===== config.mk =====
export PLATFORM = sky130hd
export DESIGN_NAME = fir_decim
export DESIGN_NICKNAME = d
export VERILOG_FILES = /design/src/rtl/fir_decim.sv
export SDC_FILE = /design/constraint.sdc
export NUM_CORES = 2
export LEC_CHECK = 0
export BUFFER_PORTS_ARGS = -buffer_cell sky130_fd_sc_hd__buf_2
export CORE_ASPECT_RATIO = 1.2
export CORE_MARGIN = 2
export CORE_UTILIZATION = 25
export DETAILED_ROUTE_END_ITERATION = 16
export GPL_TIMING_DRIVEN = 0
export PLACE_DENSITY = 0.36
export SLEW_MARGIN = 20
export SYNTH_ARGS = -nofsm -noshare
export SYNTH_HDL_FRONTEND = slang
export SYNTH_SLANG_ARGS = --single-unit

===== constraint.sdc =====
create_clock -name clk -period 17.67 [get_ports clk]
set_input_delay 0.8835 -clock clk [delete_from_list [all_inputs] [get_ports clk]]
set_output_delay 0.8835 -clock clk [all_outputs]
set_load 0.02 [all_outputs]

===== src/rtl/fir_decim.sv =====
// fir_decim: decimating FIR filter.
// Accepted samples shift into a NUM_TAPS-deep delay line. Every DECIM-th
// accepted sample triggers an output. The trigger is flagged on its own edge,
// the products are registered on the next edge, and the reduced sum is
// registered into out on the edge after that, with out_valid pulsed for one
// cycle. Out therefore appears two cycles after the triggering edge.
// Optional macro FIR_DECIM_SAT_EN: saturate the shifted sum to the output
// range instead of keeping only its low DATA_WIDTH bits.
module fir_decim #(
   parameter int DATA_WIDTH      = 5,
   parameter int TAP_COEFF_WIDTH = 5,
   parameter int NUM_TAPS        = 50,
   parameter int DECIM           = 2
) (
   input  logic                              clk,
   input  logic                              rst,
   input  logic signed [DATA_WIDTH-1:0]      in,
   input  logic                              in_valid,
   input  logic signed [TAP_COEFF_WIDTH-1:0] tap_coeffs [NUM_TAPS],
   output logic signed [DATA_WIDTH-1:0]      out,
   output logic                              out_valid
);

   localparam int PROD_W  = DATA_WIDTH + TAP_COEFF_WIDTH;
   localparam int SUM_W   = PROD_W + $clog2(NUM_TAPS);
   localparam int PHASE_W = $clog2(DECIM);
   localparam int SHIFT   = TAP_COEFF_WIDTH - 1;

   logic signed [DATA_WIDTH-1:0] delay_reg [NUM_TAPS];
   logic signed [PROD_W-1:0]     prod_reg  [NUM_TAPS];
   logic [PHASE_W-1:0]           phase_reg;
   logic                         trig_reg;
   logic                         prod_valid_reg;
   logic                         trigger;
   logic signed [SUM_W-1:0]      sum;
   logic signed [DATA_WIDTH-1:0] reduced;

   // A sample that lands on the last phase completes one decimation period.
   assign trigger = in_valid && (phase_reg == PHASE_W'(DECIM - 1));

   // Delay line: newest sample enters at index 0, shifts only on accepted samples.
   genvar gi;
   generate
      for (gi = 0; gi < NUM_TAPS; gi++) begin : g_delay
         if (gi == 0) begin : g_head
            // Head of the delay line takes the incoming sample.
            always_ff @(posedge clk) begin
               if (rst) begin
                  delay_reg[gi] <= '0;
               end else if (in_valid) begin
                  delay_reg[gi] <= in;
               end
            end
         end else begin : g_tail
            // Each later tap takes the previous tap's sample.
            always_ff @(posedge clk) begin
               if (rst) begin
                  delay_reg[gi] <= '0;
               end else if (in_valid) begin
                  delay_reg[gi] <= delay_reg[gi-1];
               end
            end
         end
      end
   endgenerate

   // Phase counter and trigger flag; both advance only on accepted samples.
   always_ff @(posedge clk) begin
      if (rst) begin
         phase_reg <= '0;
         trig_reg  <= 1'b0;
      end else begin
         trig_reg <= trigger;
         if (in_valid) begin
            if (phase_reg == PHASE_W'(DECIM - 1)) begin
               phase_reg <= '0;
            end else begin
               phase_reg <= phase_reg + PHASE_W'(1);
            end
         end
      end
   end

   // Stage 1: one registered product per tap, using the delay line that now
   // holds the triggering sample at index 0 and the current coefficients.
   generate
      for (gi = 0; gi < NUM_TAPS; gi++) begin : g_prod
         // Products are datapath only; prod_valid_reg qualifies them.
         always_ff @(posedge clk) begin
            if (trig_reg) begin
               prod_reg[gi] <= PROD_W'(tap_coeffs[gi]) * PROD_W'(delay_reg[gi]);
            end
         end
      end
   endgenerate

   // Stage 1 valid flag, cleared by reset so in-flight triggers are dropped.
   always_ff @(posedge clk) begin
      if (rst) begin
         prod_valid_reg <= 1'b0;
      end else begin
         prod_valid_reg <= trig_reg;
      end
   end

   // Full-precision sum of all products.
   always_comb begin
      sum = '0;
      for (int k = 0; k < NUM_TAPS; k++) begin
         sum = sum + SUM_W'(prod_reg[k]);
      end
   end

`ifdef FIR_DECIM_SAT_EN
   localparam logic signed [SUM_W-1:0] SAT_MAX = SUM_W'(2 ** (DATA_WIDTH - 1) - 1);
   localparam logic signed [SUM_W-1:0] SAT_MIN = ~SAT_MAX;
   logic signed [SUM_W-1:0] shifted;

   // Rescale and clamp to the representable output range.
   always_comb begin
      shifted = sum >>> SHIFT;
      if (shifted > SAT_MAX) begin
         reduced = SAT_MAX[DATA_WIDTH-1:0];
      end else if (shifted < SAT_MIN) begin
         reduced = SAT_MIN[DATA_WIDTH-1:0];
      end else begin
         reduced = shifted[DATA_WIDTH-1:0];
      end
   end
`else
   // Rescale and keep the low bits (two's-complement wrap).
   always_comb begin
      reduced = DATA_WIDTH'(sum >>> SHIFT);
   end
`endif

   // Stage 2: register the reduced sum; out holds between pulses.
   always_ff @(posedge clk) begin
      if (rst) begin
         out       <= '0;
         out_valid <= 1'b0;
      end else begin
         out_valid <= prod_valid_reg;
         if (prod_valid_reg) begin
            out <= reduced;
         end
      end
   end

endmodule


Yosys cells after proc, flatten, opt, wreduce, memory -nomap -nowiden:

Memories as Yosys holds them, arrays and structs flattened.
Cells that the tools add are included.

* add/sub/neg operators: 50
* $mul: 50
* muxes and demuxes: 58
* bitwise operators: 50
* reduce and logical (&&, ||, !) cells: 1

Operators by type and width (count)
* $mul A5 B5 Y10: 50
* $add A9 B9 Y9: 49
* $mux W5: 50
* $or A1 B1 Y1: 50
* $mux W1: 8
* $add A1 B1 Y1 const B: 1
* $logic_and A1 B1 Y1: 1

* flip-flop bits (word level): 9
* bits in writable memories: 750
* input port bits: 258
* word-level logic and storage cells: 216
* memories kept: 2

Memory list
* prod_reg: words 50, bits a word 10, rd ports 50, clocked after Yosys merged registers in 0, write ports 50, RTL line 30 `logic signed [PROD_W-1:0] prod_reg [NUM_TAPS];`
* delay_reg: words 50, bits a word 5, rd ports 50, clocked after Yosys merged registers in 0, write ports 50, RTL line 29 `logic signed [DATA_WIDTH-1:0] delay_reg [NUM_TAPS];`

Longest topological paths before layout:

* depth after elaboration: 49
* gate-level depth with buffers: 27
* depth with buffers taken out: 27

Worst setup path before layout:

Ideal clock, no wire load.

* kind: reg-to-reg
* from: reg trig_reg
* to: mem prod_reg[0][0] in the netlist's numbering, enable pin
* arrival time: 10.154 ns
* data required time: 16.810 ns
* setup slack: 6.656 ns
* cell stages (with the launch flop): 1
* path buffers: 0
* period minus slack after synthesis: 11.014 ns
* cell sequence: dfxtp_1

RTL lines
* from (decl): RTL line 32 `logic trig_reg;`
* from (signal assigned): RTL line 73 `trig_reg <= trigger;`
* to (decl): RTL line 30

==> summary.txt <==
Outcome
  – Status: complete, no violations

Timing
  – Final Hold Fails: 0
  – Min Tclk post-route: around 7.5 ns
  – Slew @ Worst Pin: roughly 1.1 ns
  – Fin crit share: 42.71%
  – RSZ-0062 raised after global routing: false
  – Final-report max-slew violation count: 0
  – Clock Skew: 0.05313 ns
  – Setup Viol. Count Final: 0
  – Fmax: 0.1325 GHz
  – Max_slew headroom: 28.80%

Clock tree
  – Clock Tree Buf Depth: 3
  – CTS sink cnt: 709
  – Post-CTS setup buffer count: 0
  – Num CTS Buffers: 98
  – CTS HTree Levels: 3
  – Post-CTS Resized: 0
  – Clock slew at reported path FFs: 0.06 ns
  – Clk Latency, worst-skew pair: roughly 0.76 ns
  – Hold_buf cts: 0
  – Clock root buffer: clkbuf_16
  – CTS tree: built

Final layout
  – Filler cells: 30.78k
  – Max reg flops: 450
  – Finished Layout Cells: 11.01k
  – Register Area: 21200 sq um
  – Nets: slightly above 9k
  – Most common cell after layout, fill and taps aside: inv_1
  – Area delta synth->final: 13.67%
  – Area of the multi-input gates: 46100 sq um
  – Layout cells sized above 1: 6.189%
  – Most frequent cells in the layout: inv_1 (1697), fa_1 (1088), and2_1 (847)
  – Core Util, Final: 28.55%

Synthesis
  – Register area share after synthesis: 28.73%
  – Syn_area_per_cell: between 10 and 15 sq um
  – Mapped Cells: 6681
  – Yosys cell types: 23
  – Post-synth net total: about 8.7k
  – YS warnings: 0
  – Mapped cell area: ~74000 sq um
  – Seq cells post-synth: 709

Pwr
  – P_leak: 38.23 nW
  – Pwr dens: approximately 150 nW/um^2
  – Max VDD drop: 1.217 mV
  – Pwr Total: 12.21 mW

Hold path
  – Min-Delay Path Class: input pin to flip-flop

Detailed routing
  – Iter 0 DRT Violations: 1767
  – TritonRoute pass-1 iters: 5
  – # DRC: 0
  – WL per Instance: 17.93 um
  – DRT Wirelength: 197500 um
  – Post-route ant nets: 0
  – Routed via count: around 44k
  – DR vias/cell: 3.976

Global routing
  – Gr ovfl total: 0
  – Total track usage: 13.57%
  – Antenna violations before repair: 92
  – Vias in the first global route: 48.84k
  – Met3 usage in global routing: 2.293%
  – Met1 GRT Util: 17.00%
  – GR peak layer: met2
  – Largest net degree at the start of global routing: 55
  – Grt met2 use: 24.07%
  – Global-route wire length before repair: between 300000 and 400000 um

Die
  – Core Rows: between 200 and 250
  – Ports: 264
  – Die Width: 499.9 um
  – Die Ht: 599.1 um
  – Die area: 299500 sq um
  – Initial core utilization: 25.12%
  – Core area: a little under 300000 sq um

Worst setup path
  – Setup crit start kind: flip-flop
  – Critical Path RT: 18.31 ns
  – CP endpoint kind: flip-flop
  – CP max FO: 2
  – Critical path data arrival time: 8.18 ns
  – WS Path Type: flip-flop to flip-flop

Placed design
  – Placed Instances: approximately 11k
  – IO buf count: 262
  – GP Congestion: 0.7935
  – HPWL Detailed: roughly 170000 um

Job
  – Max Cap Viol: 0
[cell usage after synthesis]
cell type	count	area share, %
inv_1	1697	8.6
fa_1	1088	30
and2_1	847	7.2
edfxtp_1	700	28
ha_1	683	12
xnor2_1	582	6.9
nand2_1	454	2.3
nand2b_1	175	1.5
a21oi_1	152	1.0
a21o_1	100	1.0
o21bai_1	52	0.53
o21ai_0	50	0.34
clkbuf_1	30	0.15
nor2_1	24	0.12
xor2_1	19	0.23
nor2b_1	10	0.085
dfxtp_1	9	0.24
mux2i_1	4	0.054
a211oi_2	1	0.017
a21oi_4	1	0.022
and4b_1	1	0.014
or2_2	1	0.0085
xnor3_1	1	0.031
[metal layers]
| metal | wire length, um | share of wire (%) |
|---|---|---|
| met4 | 4899 | 2.5 |
| met2 | 100200 | 51 |
| met3 | 7511 | 3.8 |
| met1 | 84520 | 43 |
| met5 | 284 | 0.14 |
[worst max-delay path: stages, from the launching register on]
cell and delay (ns):
edfxtp_1 0.47, fa_1 0.54, inv_1 0.06, fa_1 0.54
inv_1 0.06, fa_1 0.53, fa_1 0.72, fa_1 0.49
fa_1 0.54, fa_1 0.46, fa_1 0.50, inv_1 0.05
fa_1 0.47, inv_1 0.04, ha_1 0.26, and4b_1 0.18
a21oi_1 0.24, o21bai_1 0.14, a21oi_1 0.24, o21bai_1 0.16
a21oi_4 0.17, xnor3_1 0.41, a211oi_2 0.21
[power by group]
part           leakage, nW  switching (mW)  internal, mW
Combinational         29.6            4.20          3.73
Clock                 1.64           0.863          1.29
Sequential            6.99           0.103          2.02
[final timing paths]
kind	cells past startpoint	slack, ns	to	start
worst max-delay path	22	10.12	out[4]	prod_reg[1][133]
worst min-delay path	2	0.46	delay_reg[0][2]	in[2]
worst max register to register	22	10.12	out[4]	prod_reg[1][133]
worst min register to register	1	0.47	trig_reg	phase_reg
[layout make-up]
class                   count  area share [%]
inverters                1697           7.595
repair buffers            280           2.136
diodes                     22         0.06564
clock inverters            69           1.062
flip-flops and latches    709           25.28
clock buffers             112           3.012
well taps                3850           5.743
plain buffers              30          0.1372
multi-input cells        4245           54.97
[kinds of logic after synthesis]
group | Yosys count | synth area share [%]
DFF | 709 | 28.73
AOI/OAI and AO/OA | 356 | 2.956
muxes | 4 | 0.05427
and+or+nand+nor | 1512 | 11.20
buffers and inverters | 1727 | 8.786
xor gates and xnor gates | 602 | 7.165
adders and majority gates | 1771 | 41.10
[stage by stage]
stage	hold slack (ns)	setup TNS, ns	setup WS (ns)	area (sq um)
after floorplan	0.4517	0	6.656	73780
after global placement	0.4639	-77.32	-0.2682	79910
after detailed placement	0.4739	0	10.02	80400
after CTS	0.3825	0	9.973	83820
after global routing	0.4043	0	9.795	83850
final	0.4553	0	10.12	83870
Power figures use the tool's default switching activity.
